File: config.mk
export PLATFORM = sky130hd
export DESIGN_NAME = seq_divider_8by4_flat
export DESIGN_NICKNAME = d
export VERILOG_FILES = /design/src/rtl/seq_divider_8by4_pkg.sv /design/src/rtl/seq_divider_8by4_if.sv /design/src/rtl/seq_divider_8by4_step.sv /design/src/rtl/seq_divider_8by4.sv /design/src/flat_wrapper.sv
export SDC_FILE = /design/constraint.sdc
export NUM_CORES = 1
export LEC_CHECK = 0
export CORE_MARGIN = 4
export CORE_UTILIZATION = 30
export DETAILED_ROUTE_END_ITERATION = 10
export GPL_TIMING_DRIVEN = 0
export HOLD_SLACK_MARGIN = 0.02
export PLACE_DENSITY = 0.55
export SYNTH_ARGS = -nofsm -noshare
export SYNTH_HDL_FRONTEND = slang
export SYNTH_HIERARCHICAL = 1
export SYNTH_SLANG_ARGS = --single-unit
File: constraint.sdc
create_clock -name clk -period 3.65 [get_ports clk]
set_clock_uncertainty 0.15 [all_clocks]
set_input_delay 0.365 -clock clk [delete_from_list [all_inputs] [get_ports clk]]
set_output_delay 0.365 -clock clk [all_outputs]
set_load 0.005 [all_outputs]
File: src/rtl/seq_divider_8by4_pkg.sv
// Shared constants for the sequential 8-by-4 restoring divider.
// Holds the state encoding, the default operand widths and the iteration counter width.
package seq_divider_8by4_pkg;

  localparam int DIVIDEND_W_DEF = 8;
  localparam int DIVISOR_W_DEF  = 4;
  localparam int CNT_W          = $clog2(DIVIDEND_W_DEF);

  localparam logic [1:0] IDLE = 2'd0;
  localparam logic [1:0] CALC = 2'd1;
  localparam logic [1:0] DONE = 2'd2;

endpackage

File: src/rtl/seq_divider_8by4_if.sv
// Operand and result handshake bundle for seq_divider_8by4.
// The master modport is the producer/consumer side; the slave modport is the divider.
interface seq_divider_8by4_if
  import seq_divider_8by4_pkg::*;
#(
  parameter int DIVIDEND_W = DIVIDEND_W_DEF,
  parameter int DIVISOR_W  = DIVISOR_W_DEF
) ();

  logic                  in_valid;
  logic                  in_ready;
  logic [DIVIDEND_W-1:0] dividend;
  logic [DIVISOR_W-1:0]  divisor;
  logic                  out_valid;
  logic                  out_ready;
  logic [DIVIDEND_W-1:0] quotient;
  logic [DIVISOR_W-1:0]  remainder;
  logic                  div_by_zero;

  modport master (
    output in_valid,
    output dividend,
    output divisor,
    output out_ready,
    input  in_ready,
    input  out_valid,
    input  quotient,
    input  remainder,
    input  div_by_zero
  );

  modport slave (
    input  in_valid,
    input  dividend,
    input  divisor,
    input  out_ready,
    output in_ready,
    output out_valid,
    output quotient,
    output remainder,
    output div_by_zero
  );

endinterface

File: src/rtl/seq_divider_8by4_step.sv
// One combinational restoring-division step: shift in a dividend bit, trial-subtract the divisor.
// The subtract is a two's-complement add through a Kogge-Stone prefix carry network.
module restoring_div_step #(
  parameter int DIVISOR_W = 4
) (
  input  logic [DIVISOR_W:0]   prem,
  input  logic                 din,
  input  logic [DIVISOR_W-1:0] divisor,
  output logic [DIVISOR_W:0]   prem_next,
  output logic                 q_bit
);

  localparam int W = DIVISOR_W + 1;

  // Returns {carry_out, sum} of a + b + cin using a Kogge-Stone prefix tree.
  function automatic logic [W:0] ks_add(
    input logic [W-1:0] a,
    input logic [W-1:0] b,
    input logic         cin
  );
    logic [W-1:0] h;
    logic [W-1:0] g;
    logic [W-1:0] p;
    logic [W-1:0] g_nx;
    logic [W-1:0] p_nx;
    h    = a ^ b;
    g    = a & b;
    p    = h;
    g[0] = g[0] | (p[0] & cin);
    for (int d = 1; d < W; d = d * 2) begin
      g_nx = g;
      p_nx = p;
      for (int i = d; i < W; i++) begin
        g_nx[i] = g[i] | (p[i] & g[i-d]);
        p_nx[i] = p[i] & p[i-d];
      end
      g = g_nx;
      p = p_nx;
    end
    ks_add = {g[W-1], h ^ {g[W-2:0], cin}};
  endfunction

  logic [W-1:0] shifted_s;
  logic [W:0]   trial_s;
  logic         no_borrow_s;

  // Trial subtraction; a carry out of a + ~b + 1 means no borrow.
  always_comb begin
    shifted_s   = {prem[DIVISOR_W-1:0], din};
    trial_s     = ks_add(shifted_s, ~{1'b0, divisor}, 1'b1);
    // prem MSB is zero whenever prem < divisor; folding it in keeps the bit correct regardless.
    no_borrow_s = trial_s[W] | prem[DIVISOR_W];
    q_bit       = no_borrow_s;
    if (no_borrow_s) begin
      prem_next = trial_s[W-1:0];
    end else begin
      prem_next = shifted_s;
    end
  end

endmodule

File: src/rtl/seq_divider_8by4.sv
// Iterative radix-2 restoring unsigned divider, one quotient bit per clock.
// Valid/ready on both sides; a zero divisor short-circuits straight to a flagged result.
module seq_divider_8by4
  import seq_divider_8by4_pkg::*;
#(
  parameter int DIVIDEND_W = DIVIDEND_W_DEF,
  parameter int DIVISOR_W  = DIVISOR_W_DEF
) (
  input logic              clk,
  input logic              rst,
  seq_divider_8by4_if.slave bus
);

  localparam int PREM_W = DIVISOR_W + 1;

  logic [1:0]            state_r;
  logic [CNT_W-1:0]      cnt_r;
  logic [PREM_W-1:0]     prem_r;
  logic [PREM_W-1:0]     prem_next_s;
  logic [DIVIDEND_W-1:0] dvd_r;
  logic [DIVISOR_W-1:0]  dvs_r;
  logic                  q_bit_s;
  logic                  in_ready_r;
  logic                  out_valid_r;
  logic [DIVIDEND_W-1:0] quo_r;
  logic [DIVISOR_W-1:0]  rem_r;
  logic                  dbz_r;
  logic                  accept_s;
  logic                  release_s;

  restoring_div_step #(
    .DIVISOR_W (DIVISOR_W)
  ) u_step (
    .prem      (prem_r),
    .din       (dvd_r[DIVIDEND_W-1]),
    .divisor   (dvs_r),
    .prem_next (prem_next_s),
    .q_bit     (q_bit_s)
  );

  // Handshake qualifiers for both interface sides.
  always_comb begin
    accept_s  = bus.in_valid && in_ready_r;
    release_s = out_valid_r && bus.out_ready;
  end

  // FSM, iteration counter and datapath registers. dvd_r doubles as the quotient
  // shift register: dividend bits leave at the MSB while quotient bits enter at the LSB.
  always_ff @(posedge clk or posedge rst) begin
    if (rst) begin
      state_r     <= IDLE;
      cnt_r       <= '0;
      prem_r      <= '0;
      dvd_r       <= '0;
      dvs_r       <= '0;
      in_ready_r  <= 1'b1;
      out_valid_r <= 1'b0;
      quo_r       <= '0;
      rem_r       <= '0;
      dbz_r       <= 1'b0;
    end else begin
      case (state_r)
        IDLE: begin
          if (accept_s) begin
            dvd_r      <= bus.dividend;
            dvs_r      <= bus.divisor;
            prem_r     <= '0;
            in_ready_r <= 1'b0;
            if (bus.divisor == '0) begin
              quo_r       <= '1;
              rem_r       <= bus.dividend[DIVISOR_W-1:0];
              dbz_r       <= 1'b1;
              out_valid_r <= 1'b1;
              state_r     <= DONE;
            end else begin
              cnt_r   <= CNT_W'(DIVIDEND_W - 1);
              state_r <= CALC;
            end
          end
        end
        CALC: begin
          prem_r <= prem_next_s;
          dvd_r  <= {dvd_r[DIVIDEND_W-2:0], q_bit_s};
          if (cnt_r == '0) begin
            quo_r       <= {dvd_r[DIVIDEND_W-2:0], q_bit_s};
            rem_r       <= prem_next_s[DIVISOR_W-1:0];
            dbz_r       <= 1'b0;
            out_valid_r <= 1'b1;
            state_r     <= DONE;
          end else begin
            cnt_r <= cnt_r - CNT_W'(1);
          end
        end
        DONE: begin
          if (release_s) begin
            out_valid_r <= 1'b0;
            in_ready_r  <= 1'b1;
            state_r     <= IDLE;
          end
        end
        default: begin
          out_valid_r <= 1'b0;
          in_ready_r  <= 1'b1;
          state_r     <= IDLE;
        end
      endcase
    end
  end

  assign bus.in_ready    = in_ready_r;
  assign bus.out_valid   = out_valid_r;
  assign bus.quotient    = quo_r;
  assign bus.remainder   = rem_r;
  assign bus.div_by_zero = dbz_r;

endmodule

File: src/flat_wrapper.sv
// flat-port wrapper written by rule: the top's interface ports become plain ports
module seq_divider_8by4_flat import seq_divider_8by4_pkg::*;
#(
  parameter int DIVIDEND_W = DIVIDEND_W_DEF,
  parameter int DIVISOR_W  = DIVISOR_W_DEF
)
  (clk, rst, bus_in_valid, bus_dividend, bus_divisor, bus_out_ready, bus_in_ready, bus_out_valid, bus_quotient, bus_remainder, bus_div_by_zero);
  seq_divider_8by4_if #(.DIVIDEND_W(DIVIDEND_W), .DIVISOR_W(DIVISOR_W)) bus_i ();
  input logic clk;
  input logic rst;
  input wire logic [$bits(bus_i.in_valid)-1:0] bus_in_valid;
  input wire logic [$bits(bus_i.dividend)-1:0] bus_dividend;
  input wire logic [$bits(bus_i.divisor)-1:0] bus_divisor;
  input wire logic [$bits(bus_i.out_ready)-1:0] bus_out_ready;
  output wire logic [$bits(bus_i.in_ready)-1:0] bus_in_ready;
  output wire logic [$bits(bus_i.out_valid)-1:0] bus_out_valid;
  output wire logic [$bits(bus_i.quotient)-1:0] bus_quotient;
  output wire logic [$bits(bus_i.remainder)-1:0] bus_remainder;
  output wire logic [$bits(bus_i.div_by_zero)-1:0] bus_div_by_zero;
  assign bus_i.in_valid = bus_in_valid;
  assign bus_i.dividend = bus_dividend;
  assign bus_i.divisor = bus_divisor;
  assign bus_i.out_ready = bus_out_ready;
  assign bus_in_ready = bus_i.in_ready;
  assign bus_out_valid = bus_i.out_valid;
  assign bus_quotient = bus_i.quotient;
  assign bus_remainder = bus_i.remainder;
  assign bus_div_by_zero = bus_i.div_by_zero;
  seq_divider_8by4 #(.DIVIDEND_W(DIVIDEND_W), .DIVISOR_W(DIVISOR_W)) u_core (.clk(clk), .rst(rst), .bus(bus_i));
endmodule
# [Word-level counts from Yosys, hierarchy flattened]
# Index checks and enable logic that the tools add are counted.
[classes] n_addsub=1 eq_ne=8 muxes=32 bitwise=27 reduce_logical=13
[ops] op="$mux 8" count=4
[ops] op="$pmux 8 s2" count=2
[ops] op="$and 1x1->1" count=12
[ops] op="$mux 4" count=3
[ops] op="$reduce_and 4->1" count=3
[ops] op="$mux 5" count=2
[ops] op="$or 1x1->1" count=10
[ops] op="$pmux 5 s2" count=1
[ops] op="$xor 5x5->5" count=2
[ops] op="$mux 3" count=3
[ops] op="$mux 2" count=4
[ops] op="$ne 2x1->1 const B" count=4
[ops] op="$pmux 4 s2" count=1
[ops] op="$mux 1" count=7
[ops] op="$pmux 1 s3" count=2
[ops] op="$pmux 2 s3" count=1
[ops] op="$pmux 3 s2" count=1
[ops] op="$reduce_and 3->1" count=2
[ops] op="$and 5x5->5" count=1
[ops] op="$not 4->5" count=1
[ops] op="$logic_not 4->1" count=1
[ops] op="$ne 2x2->1 const B" count=2
[ops] op="$reduce_and 2->1" count=2
[ops] op="$logic_not 3->1" count=1
[ops] op="8 further kinds" count=9
[word_totals] register_bits=37 in_bits=16 output_inout_bits=15 elab_cells=91

# [Logic depth before layout (Yosys ltp)]
# Gate-level depths: netlist of run 1.
[depth] ltp_word=11 ltp_mapped=10 ltp_nobuf=10

# [By module]
# Netlist of run 1, hierarchy kept.
[modules_own_cells] mod="seq_divider_8by4" n_inst=1 cells_each=150 area_per_inst_um2=1665.3 seq_area_each_um2=927.1
[modules_own_cells] mod="restoring_div_step" n_inst=1 cells_each=28 area_per_inst_um2=244.0 seq_area_each_um2=0.0

# [Worst setup path after synthesis of run 1]
# Ideal clock, no wire load.
[synth_timing] path_type="register to register" start="register u_core.prem_r[0]" end="register u_core.rem_r[1] (netlist: u_core/bus.remainder[1])" setup_time_ns=0.136 arrival_time_ns=1.771 t_required_ns=3.364 slack_ns=1.593 path_stages_with_launch=8 cell_sequence="dfrtp_1 ha_1 nor2b_1 o31a_4 nor2b_4 mux2_4 mux2i_1 o21ai_0"
[synth_between] elab_chain_len=10 word_cells_on_any_way=15 cone_classes="3 x mux; 12 x bitwise"
[synth_lines] element="start: declaration" line_no="seq_divider_8by4.sv:18" rtl="logic [PREM_W-1:0] prem_r;"
[synth_lines] element="start signal: assignment" line_no="seq_divider_8by4.sv:82" rtl="prem_r <= prem_next_s;"
[synth_lines] element="$and 5x5->5" line_no="seq_divider_8by4_step.sv:27" rtl="g = a & b;"
[synth_lines] element="$and 1x1->1" line_no="seq_divider_8by4_step.sv:34" rtl="g_nx[i] = g[i] | (p[i] & g[i-d]);"
[synth_lines] element="$or 1x1->1" line_no="seq_divider_8by4_step.sv:34"
[synth_lines] element="$and 1x1->1" line_no="seq_divider_8by4_step.sv:34"
[synth_lines] element="$or 1x1->1 (2 in a row)" line_no="seq_divider_8by4_step.sv:34"
[synth_lines] element="$or 1x1->1" line_no="seq_divider_8by4_step.sv:52" rtl="no_borrow_s = trial_s[W] | prem[DIVISOR_W];"
[synth_lines] element="$mux 5 (*)" line_no="seq_divider_8by4_step.sv:54" rtl="if (no_borrow_s) begin"
[synth_lines] element="named net u_core.prem_next_s[1]" line_no="seq_divider_8by4.sv:19" rtl="logic [PREM_W-1:0] prem_next_s;"
[synth_lines] element="$mux 4 (*)" line_no="seq_divider_8by4.sv:84" rtl="if (cnt_r == '0) begin"
[synth_lines] element="$pmux 4 s2 (*)" line_no="seq_divider_8by4.sv:62" rtl="case (state_r)"
[synth_lines] element="end signal: assignment" line_no="seq_divider_8by4.sv:71" rtl="rem_r <= bus.dividend[DIVISOR_W-1:0];"
[synth_lines] element="end signal: assignment" line_no="seq_divider_8by4.sv:86" rtl="rem_r <= prem_next_s[DIVISOR_W-1:0];"
[synth_lines] element="end: declaration" line_no="seq_divider_8by4.sv:26" rtl="logic [DIVISOR_W-1:0] rem_r;"
# Mark *: on every way through the listed nets, which the timed path passes. The rest lies on a longest branch. The select of a mux whose other input is x is not followed.
# A chain may end at the register's enable or synchronous reset.

# [Worst setup path in the final report of run 1]
[layout_timing] start="register u_core.prem_r[0]" end="register u_core.rem_r[2] (netlist: u_core/bus.remainder[2])"
# Same word-level chain as after synthesis.

==> run summary, run 1 <==
The run finished with clean final reports. Beginning of the critical path: u_core/prem_r[0]. Counting distinct cell types in the post-synthesis netlist gives 40. After detailed routing, the average wire length per cell comes to 13.5 um. The count of nets left with antenna violations once routing finished came out at 0.

The most used flip-flop cell after synthesis is dfrtp_1. Number of hold buffers added after CTS: 0. The startpoint identified for the worst hold timing path is u_core/bus.in_ready. The core region is 0.00606 mm^2. The worst setup path is of the register to register kind. The run gives 0 as the number of setup buffers added after CTS. In this run the cell area of the synthesized design comes to 0.00191 mm^2. Clock tree synthesis selected as its root buffer the cell clkbuf_8. STA classifies the critical path startpoint as a register. The sum of overflow across all layers after global routing came out at 0. In this run, the number of DRC markers left after iteration 0 of detailed routing was 55.

Time the worst path needs with I/O delays and setup: 2.26 ns. The run gives 0 as the number of resized instances in the post-cts repair step. At the worst endpoint, the arrival time is 2.26 ns. The deepest clock path buffer count came out at 2. The number of synthesized register bits is 37, and the synthesized net count is 201.

Adding up every negative setup slack in the final design gives 0 ns. The total of fill cells in the finished design came out at 605. For the worst-skew pair, the clock arrives at the later sink with an insertion delay of 0.29 ns. A synthesized cell averages 10.7 um^2. The tools report the count of final setup violators as 0. The share of post-route cells with drive strength above 1 works out to 0.144. The total internal power is 0.697 mW. After legalization and detailed placement, the total HPWL measured 2860 um. The count of buffers added on input and output ports is 30. TritonCTS built the clock tree. The sequential cells in the finished layout cover a total of 927 um^2. For this run, design rule violations remaining after detail routing come to 0. Wires add up to 3940 um. On the final layout, the worst hold slack is 0.328 ns. The run gives 0.315 as the initial standard-cell utilization of the core. Timing would allow up to 0.443 GHz. The relative area change from synthesis to final layout was 27.7%. The number of global-route vias before repair was 1342.

The number of max-slew violations in the final report was 0; the weighted congestion at the end of routability-driven global placement was 0.736. The final layout contains 238 nets. The sequential area share after synthesis came out at 0.486.

Clock edge transition at the registers on the reported setup and hold paths: 0.08 ns. The first global-routing pass estimated 6710 um of wire. The number of antenna diodes in the final layout is 0. The run gives 3.65 ns as the worst path required time.

STA classifies the critical path endpoint as a register. The analysis attributes to cell leakage a power of 0.970 nW. The clock network fraction of total power was 0.492. The tools report the number of top-level pins as 31.

The number of antenna violations at the first check in global routing was 0. The sequential share of power is 0.473. Setup repair after global routing left no endpoint under its margin. The part of the total power dissipated in combinational logic was 0.036. The floorplan step set the die width to 87.8 um.

The fraction of the cycle the final worst path needs works out to 0.618. The worst relative slew slack came out at 0.472. For this design the total switching power over the nets is 0.169 mW. The number of endpoints with negative hold slack in the final report is 0, and the via total after detailed routing is 1354. The logs give 0 for the number of max-capacitance violations reported and 6 for the number of warning messages in the yosys log.

At the pin with the least slew margin, the transition time is 0.791 ns. In this run the worst path has a maximum fanout of 4. In the final layout, the multi-input gates occupy 882 um^2. The die outline height works out to 87.8 um.

The detailed-route vias per instance is 4.65. The share of total power consumed by net switching works out to 0.196. The run gives 0.115 as the combined global-route utilization of all metal layers. The worst hold path belongs to the class register to register. The clock drives 37 sinks. In this run the core area contains 28 standard-cell rows. Clock tree synthesis inserted a total of 5 buffers. The number of instances in the synthesized netlist was 178; the power density over cell area was 355 mW/mm^2.

Across the VDD grid, the largest voltage drop is 0.174 mV. In this run the critical register-to-register path is launched from u_core/prem_r[0]. The proportion of synthesized flip-flops having asynchronous set or reset is 1.00.

The die area was 0.00770 mm^2. The number of synthesized flops with an enable pin came out at 0. The pre-antenna-repair detailed-routing pass consisted of 4 iterations. CTS built an H-tree with a depth of 2. Entering global routing, the biggest net connects 38 pins.
## worst max-delay path: stages, from the launching register on
cell	delay (ns)
dfrtp_1	0.44
ha_1	0.30
nor2b_1	0.15
o31a_4	0.30
nor2b_4	0.20
mux2_4	0.32
mux2i_1	0.18
o21ai_0	0.09
## final cells by class
class | instances | area share
Clock buffer | 5 | 0.0282
Timing Repair Buffer | 30 | 0.123
Sequential cell | 37 | 0.380
Multi-Input combinational cell | 122 | 0.362
Inverter | 11 | 0.0169
Clock inverter | 3 | 0.0267
Buffer | 8 | 0.0241
Tap cell | 75 | 0.0385
## synthesized netlist by cell type, types with 2 or more instances
cell type | count | area [um^2]
a22o_1 | 4 | 35.0
a21oi_1 | 4 | 20.0
a21o_1 | 2 | 15.0
dfrtp_1 | 36 | 901
ha_1 | 6 | 75.1
a22oi_1 | 2 | 15.0
nor2_1 | 13 | 48.8
nand2_1 | 27 | 101
nor4_1 | 2 | 12.5
inv_1 | 11 | 41.3
o21a_1 | 3 | 22.5
o21ai_0 | 20 | 100
nand2b_1 | 2 | 12.5
buf_6 | 3 | 33.8
nor3_1 | 2 | 10.0
mux2i_1 | 12 | 120
clkbuf_1 | 2 | 7.51
mux2_2 | 3 | 33.8
mux2_4 | 3 | 45.0
## kinds of logic (layout without fill, tap and decap cells)
family,count (synthesis),after routing,share of synthesized area
simple gates,53,53,0.138
compound gates,42,42,0.161
flops,37,37,0.486
buf+inv,19,57,0.0524
mux,18,18,0.104
fa+ha+maj,7,7,0.0498
xor+xnor,2,2,0.00918
## placed cells by master (no fill, tap or decap), types with 3 or more instances in the layout
| cell type | count |
|---|---|
| dfrtp_1 | 36 |
| o21a_1 | 3 |
| mux2_2 | 3 |
| a21oi_1 | 4 |
| nor2_1 | 13 |
| clkbuf_8 | 5 |
| inv_1 | 10 |
| ha_1 | 6 |
| nand2_1 | 27 |
| buf_6 | 3 |
| a22o_1 | 4 |
| mux2_4 | 3 |
| mux2i_1 | 12 |
| clkdlybuf4s50_1 | 30 |
| o21ai_0 | 20 |
## flip-flops by register name, indices dropped and copies added, names as in the netlist
| signal | count |
|---|---|
| u_core/dvs_r | 4 |
| u_core/bus.div_by_zero | 1 |
| u_core/state_r | 2 |
| u_core/prem_r | 5 |
| u_core/bus.quotient | 8 |
| u_core/bus.remainder | 4 |
| u_core/cnt_r | 3 |
| u_core/dvd_r | 8 |
| u_core/bus.in_ready | 1 |
| u_core/bus.out_valid | 1 |
## power by group through the flow
stage          logic (mW)  registers [mW]  clock network [mW]
2_1_floorplan     0.00848           0.418                   0
3_3_place_gp       0.0321           0.418                   0
3_5_place_dp       0.0323           0.418                   0
4_1_cts            0.0324           0.410               0.438
5_1_grt            0.0345           0.410               0.457
6_report           0.0309           0.410               0.426
## metal layers
metal  GRT usage  vias up  wire length (um)
met4      0.0502        0                29
met2       0.179       24              1880
met5           0        -                 0
met1       0.152      639              1860
li1            -      689                 -
met3      0.0263        2               169
## path summary, 6_finish.rpt
check	endpoint	slack, ns	cells past startpoint
setup / recovery	u_core/bus.remainder[2]	1.39	7
hold / removal	u_core/bus.in_ready	0.33	2
setup reg to reg	u_core/bus.remainder[2]	1.39	7
hold reg to reg	u_core/bus.in_ready	0.33	2
max in group asynchronous	u_core/dvs_r[3]	2.44	2
min in group asynchronous	u_core/bus.quotient[4]	0.39	2
## metrics by stage
stage | worst slack [ns] | utilization | total power, mW | cell area, um^2 | cells
2_1_floorplan | 1.59 | - | 0.426 | 1910 | 178
3_3_place_gp | 1.38 | 0.380 | 0.450 | 2300 | 283
3_5_place_dp | 1.39 | 0.380 | 0.450 | 2300 | 283
4_1_cts | 1.36 | 0.402 | 0.880 | 2440 | 291
5_1_grt | 1.30 | 0.402 | 0.901 | 2440 | 291
6_report | 1.39 | 0.402 | 0.866 | 2440 | 291
Power figures use the tool's default switching activity.
==> inputs of run 2 (changes only) <==
==> constraint.sdc (replaced) <==
create_clock -name clk -period 2.1 [get_ports clk]
set_clock_uncertainty 0.15 [all_clocks]
set_input_delay 0.21 -clock clk [delete_from_list [all_inputs] [get_ports clk]]
set_output_delay 0.21 -clock clk [all_outputs]
set_load 0.005 [all_outputs]
==> run 2 against run 1 <==
Net effect:
- the run now ends with negative setup slack left
- largest power group unchanged
- final cell count up 2.1%
- register-to-register slack worse by 1.4 ns
- sequential power up 74%
- highest routed layer unchanged
- routed wire length up 4.5%
- maximum frequency up 6.4%
==> run summary, run 2 (same netlist as run 1, synthesis figures left out) <==
The flow ran to the end, but the final reports show violations. The checks that failed: negative setup slack. Post-DP HPWL: 2860 um (unchanged). Most frequent standard cell in the layout excluding fill and tap cells: dfrtp_1 (unchanged). The power density over cell area is 592 mW/mm^2 (was 355 mW/mm^2), and the die outline height is 87.8 um (unchanged). The run gives 2.13 ns (was 2.26 ns) as the critical path arrival.

The worst-skew pair later-pin latency is 0.29 ns (about the same), and the setup TNS is -0.0367 ns (was 0 ns). The number of buffers added by the clock tree synthesis step was 5 (unchanged); the largest net degree at the start of global routing was 38 (unchanged). The tools report the count of unresolved DRC violations after routing as 0 (unchanged). The number of routed nets with antenna violations is 0 (unchanged).

The critical path class was register to register (unchanged). Highest-count cells in the layout ignoring fill and taps: dfrtp_1, clkdlybuf4s50_1, nand2_1, o21ai_0, nor2_1 (unchanged). The logs give 2.11 ns (was 3.65 ns) for the worst path required time and -0.02 ns (was 1.39 ns) for the register-to-register setup slack.

The clock edge transition at the registers on the reported setup and hold paths was 0.08 ns (about the same). The logs give 0 (unchanged) for the number of antenna violations at the first check in global routing and 1363 (was 1342) for the number of global-route vias before repair. The tools report the worst reg2reg path startpoint as u_core/dvs_r[1] (was u_core/prem_r[0]). The fraction of the cycle the final worst path needs works out to 1.01 (was 0.618). The number of inserted diodes came out at 0 (unchanged). Setup repair after global routing could not meet its margin everywhere. The via total after detailed routing came out at 1379 (was 1354).

Length in cells of the worst reg-to-reg path: 8 (was 7). The die area came out at 0.00770 mm^2 (unchanged). The worst relative slew slack is 0.468 (was 0.472), and the first-pass iteration count of the detailed router is 4 (unchanged).

Reg-to-reg endpoint: u_core/bus.remainder[2] (unchanged). Highest fanout seen on the critical path: 4 (unchanged). The cell leakage power was 1.01 nW (was 0.970 nW); the number of hold buffers added after CTS was 0 (unchanged). The run gives 4120 um (was 3940 um) as the aggregate routed wire length.

The horizontal die dimension was 87.8 um (unchanged); the number of H-tree levels was 2 (unchanged). The detailed-route vias per instance came out at 4.64 (was 4.65). Share of the core filled with cells in the final layout: 0.421 (was 0.402).

The tools report the setup slack after layout as -0.0199 ns (was 1.39 ns). The logs give 28 (unchanged) for the total number of placement rows and 0.00606 mm^2 (unchanged) for the core footprint. The worst vdd rail ir drop was 0.304 mV (was 0.174 mV); the number of DRC markers in iteration 0 was 77 (was 55).

The tools report the number of max-capacitance violations reported as 0 (unchanged). The number of nets in the layout came out at 244 (was 238). TritonCTS built the clock tree. The startpoint type of the worst setup path is a register (unchanged). The transition at the pin with the smallest max-transition slack came out at 0.797 ns (was 0.791 ns). The sum of overflow across all layers after global routing is 0 (unchanged).

The tools report the beginning of the critical path as u_core/dvs_r[1] (was u_core/prem_r[0]). The run gives 297 (was 291) as the number of standard cells in the final layout excluding fillers. The relative area change from synthesis to final layout was 33.7% (was 27.7%).

The number of buffers added on ports was 30 (unchanged); the number of top-level pins was 31 (unchanged). For the combined global-route utilization of all metal layers, the log shows 0.116 (was 0.115). The class of the worst hold path was input pin to async pin (was register to register).

The number of endpoints with negative hold slack in the final report was 0 (unchanged); the highest clock rate was 0.472 GHz (was 0.443 GHz). The number of placed instances, taps included is 283 (unchanged), and the initial standard-cell utilization of the core is 0.315 (unchanged). The deepest clock path buffer count is 2 (unchanged), and the average wire per cell in the routed design is 13.9 um (was 13.5 um).

The tools report the first-pass GRT wire length as 6820 um (was 6710 um). The count of final setup violators was 3 (was 0). The library cell used as clock root buffer was clkbuf_8 (unchanged). The time the worst path needs with I/O delays and setup came out at 2.12 ns (was 2.26 ns). The share of post-route cells with drive strength above 1 is 0.212 (was 0.144), and the area of all placed cells without fillers is 0.00255 mm^2 (was 0.00244 mm^2). The weighted congestion at the end of routability-driven global placement came out at 0.736 (unchanged). The number of max-slew violations in the final report came out at 0 (unchanged). The kind of capture point of the worst setup path is a register (unchanged). The clock sink count was 37 (unchanged). The post-detailed-placement cell area is 0.00230 mm^2 (unchanged).
[run 2: how the worst max path moves through the flow]
stage | to | slack, ns | cells after the start
floorplan | u_core/bus.remainder[1] | 0.04 | 7
global placement | u_core/bus.remainder[2] | -0.17 | 7
detailed placement | u_core/bus.remainder[2] | -0.16 | 7
CTS | u_core/bus.remainder[2] | -0.07 | 7
global route | u_core/bus.remainder[1] | -0.1 | 8
finish | u_core/bus.remainder[2] | -0.02 | 8
[run 2: timing repair]
item | CTS | global route
pin swaps | 0 | 3
endpoints found under the hold margin | 0 | 0
gates resized for setup | 8 | 7
setup buffers | 4 | 2
setup endpoints to repair | 5 | 7
[run 2: final cells by class]
class | instances | area (um^2)
flip-flops and latches | 37 | 927
fillers | 599 | 3510
well taps | 75 | 93.8
repair buffers | 36 | 345
clock inverters | 3 | 65.1
clock buffers | 5 | 68.8
multi-input cells | 122 | 952
plain buffers | 8 | 58.8
inverters | 11 | 41.3
[run 2: metrics by stage]
| stage | setup slack, ns | power [mW] | hold WS [ns] |
|---|---|---|---|
| 2_1_floorplan | 0.0426 | 0.741 | 0.188 |
| 3_3_place_gp | -0.169 | 0.782 | 0.316 |
| 3_5_place_dp | -0.163 | 0.782 | 0.324 |
| 4_1_cts | -0.0698 | 1.53 | 0.272 |
| 5_1_grt | -0.0979 | 1.56 | 0.323 |
| 6_report | -0.0199 | 1.51 | 0.234 |
[run 2: critical path: stages, from the launching register on]
cell	delay, ns
dfrtp_1	0.40
inv_2	0.09
ha_4	0.20
nor2b_4	0.12
o31a_4	0.28
nor2b_4	0.19
mux2_4	0.34
mux2i_4	0.15
o21ai_1	0.07
[run 2: per-layer routing]
metal / vias up / global-route usage / routed length (um)
met1: 657 / 0.155 / 1970
met4: 0 / 0.0502 / 40
met5: - / 0 / 0
li1: 697 / - / -
met3: 5 / 0.0263 / 163
met2: 20 / 0.182 / 1940
[run 2: where the power goes]
group          switching [mW]  internal, mW
registers                   0         0.712
logic                  0.0272        0.0283
clock network           0.271         0.472
==> inputs of run 3 (changes only) <==
--- a/config.mk
+++ b/config.mk
@@ -5,7 +5,7 @@
 export SDC_FILE = /design/constraint.sdc
 export NUM_CORES = 1
 export LEC_CHECK = 0
-export CORE_MARGIN = 4
+export CORE_MARGIN = 3
 export CORE_UTILIZATION = 30
 export DETAILED_ROUTE_END_ITERATION = 10
 export GPL_TIMING_DRIVEN = 0
==> run 3 against run 2 <==
Net effect:
- the run still ends with negative setup slack left
- setup slack got worse by 0.018 ns
- cell area fell by 2.2%
- power shrank 17%
- routed wire length down 1.6%
- critical path depth stayed put
- first-iteration DRC count is 5.2% lower
- register-to-register slack got worse by 0.02 ns
- global-route usage rose by 0.38 points
- highest routed layer unchanged
==> run summary, run 3 (same netlist as run 1, synthesis figures left out) <==
Clock sink count: 37 (unchanged). The logs give 1430 (was 1363) for the number of global-route vias before repair and 38 (unchanged) for the largest net degree at the start of global routing. The average wire per cell in the routed design works out to 13.6 um (was 13.9 um).

The kind of capture point of the worst setup path was a register (unchanged). The run gives 1375 (was 1379) as the via total after detailed routing. The run gives 0.317 (was 0.315) as the initial standard-cell utilization of the core. The transition at the pin with the smallest max-transition slack works out to 0.796 ns (was 0.797 ns). For the number of nets in the layout, the log shows 244 (unchanged).

The horizontal die dimension is 85.8 um (was 87.8 um), and the highest clock rate is 0.468 GHz (was 0.472 GHz). Worst-skew pair later-pin latency: 0.29 ns (about the same). The most numerous cell on the critical path is nor2b_4 (unchanged). The count of unresolved DRC violations after routing was 0 (unchanged). Worst path cell trace: inv_2, ha_4, nor2b_4, o31a_4, nor2b_4, mux2_4, mux2i_2, o21ai_1 (was inv_2, ha_4, nor2b_4, o31a_4, nor2b_4, mux2_4, mux2i_4, o21ai_1).

The worst path required time came out at 2.11 ns (about the same). The number of inserted diodes is 0 (unchanged), and the aggregate routed wire length is 4050 um (was 4120 um). The top cell family by delay on the critical path is multiplexers (unchanged).

The fraction of the cycle the final worst path needs works out to 1.02 (was 1.01). Highest-delay cell along the critical path: dfrtp_1 (unchanged). The logs give 0.726 (was 0.736) for the weighted congestion at the end of routability-driven global placement and 297 (unchanged) for the number of standard cells in the final layout excluding fillers. Setup repair after global routing could not meet its margin everywhere.

The number of max-capacitance violations reported was 0 (unchanged). The area of all placed cells without fillers was 0.00250 mm^2 (was 0.00255 mm^2). The number of hold buffers added after CTS is 0 (unchanged), and the total power is 1.25 mW (was 1.51 mW).

The number of buffers and inverters on the critical path is 1 (unchanged). The run gives -0.04 ns (was -0.02 ns) as the register-to-register setup slack. The largest incremental delay on the critical path was 0.39 ns (was 0.40 ns). The share of post-route cells with drive strength above 1 was 0.212 (unchanged); the number of H-tree levels was 2 (unchanged).

The logs give 28 (unchanged) for the total number of placement rows and 0.468 (about the same) for the worst relative slew slack. Highest fanout seen on the critical path: 4 (unchanged). The logs give 6930 um (was 6820 um) for the first-pass GRT wire length and 0 (unchanged) for the number of endpoints with negative hold slack in the final report. The post-detailed-placement cell area is 0.00230 mm^2 (unchanged), and the clock edge transition at the registers on the reported setup and hold paths is 0.08 ns (about the same). The critical path class is register to register (unchanged). The number of max-slew violations in the final report was 0 (unchanged).

Time the worst path needs with I/O delays and setup: 2.14 ns (was 2.12 ns). The class of the worst hold path is input pin to async pin (unchanged). The count of final setup violators was 1 (was 3). The relative area change from synthesis to final layout was 30.8% (was 33.7%). The run gives 73 (was 77) as the number of DRC markers in iteration 0.

The logs give 0.245 ns (was 0.234 ns) for the final hold slack and 2890 um (was 2860 um) for the post-DP HPWL. The critical path arrival was 2.15 ns (was 2.13 ns); the detailed-route vias per instance was 4.63 (was 4.64). The tools report the number of antenna violations at the first check in global routing as 0 (unchanged). For the die area, the log shows 0.00736 mm^2 (was 0.00770 mm^2). The library cell used as clock root buffer is clkbuf_8 (unchanged). The deepest clock path buffer count is 2 (unchanged).

The run gives 0 (unchanged) as the sum of overflow across all layers after global routing. The run gives -0.0379 ns (was -0.0199 ns) as the setup slack after layout. The worst vdd rail ir drop is 0.186 mV (was 0.304 mV). Failing checks: negative setup slack (unchanged).

The run finished, with violations left. The die outline height was 85.8 um (was 87.8 um); the cell leakage power was 0.986 nW (was 1.01 nW). Most frequent standard cell in the layout excluding fill and tap cells: dfrtp_1 (unchanged). Power density over cell area: 500 mW/mm^2 (was 592 mW/mm^2).

Highest-count cells in the layout ignoring fill and taps: dfrtp_1, clkdlybuf4s50_1, nand2_1, o21ai_0, nor2_1 (unchanged). The setup TNS was -0.0379 ns (was -0.0367 ns). The combined global-route utilization of all metal layers was 0.120 (was 0.116).

TritonCTS built the clock tree. The number of placed instances, taps included was 283 (unchanged); the worst setup timing slack at the placement stage was -0.184 ns (was -0.163 ns). Share of the core filled with cells in the final layout: 0.414 (was 0.421). The first-pass iteration count of the detailed router came out at 4 (unchanged). The core footprint is 0.00603 mm^2 (was 0.00606 mm^2), and the number of buffers added on ports is 30 (unchanged). The startpoint type of the worst setup path was a register (unchanged). The tools report the number of routed nets with antenna violations as 0 (unchanged). The number of buffers added by the clock tree synthesis step was 5 (unchanged). The run gives 31 (unchanged) as the number of top-level pins.
==> run 3: layout make-up <==
cell class,instances,area [um^2]
Buffer,8,58.8
Multi-Input combinational cell,122,948
Clock inverter,2,10.0
Fill cell,585,3530
Inverter,11,41.3
Timing Repair Buffer,36,345
Tap cell,75,93.8
Clock buffer,6,72.6
Sequential cell,37,927
==> run 3: timing repair <==
| item | CTS | global route |
|---|---|---|
| resized for setup | 9 | 7 |
| setup endpoints to repair | 6 | 7 |
| buffers inserted | 4 | 2 |
| pin swaps | 1 | 3 |
==> run 3: power by group <==
part | internal, mW | total, mW | switching [mW]
combinational | 0.0277 | 0.0540 | 0.0263
clock | 0.230 | 0.483 | 0.253
sequential | 0.712 | 0.712 | 0
total | 0.970 | 1.25 | 0.279
==> run 3: path summary, 6_finish.rpt <==
kind | startpoint | end | depth (start not counted)
worst max register to register | u_core/dvs_r[1] | u_core/bus.remainder[2] | 8
min in group clk | u_core/bus.in_ready | u_core/bus.in_ready | 2
max in group asynchronous | rst | u_core/bus.remainder[0] | 2
worst max-delay path | u_core/dvs_r[1] | u_core/bus.remainder[2] | 8
worst min-delay path | rst | u_core/dvd_r[6] | 2
worst min register to register | u_core/bus.in_ready | u_core/bus.in_ready | 2
==> run 3: layer usage <==
metal	wire, um	up-vias	track usage	share of wire
met5	0	-	0	0
met1	1850	657	0.152	0.46
met3	123	6	0.0317	0.030
li1	-	696	-	-
met2	2030	16	0.200	0.50
met4	53	0	0.0388	0.013
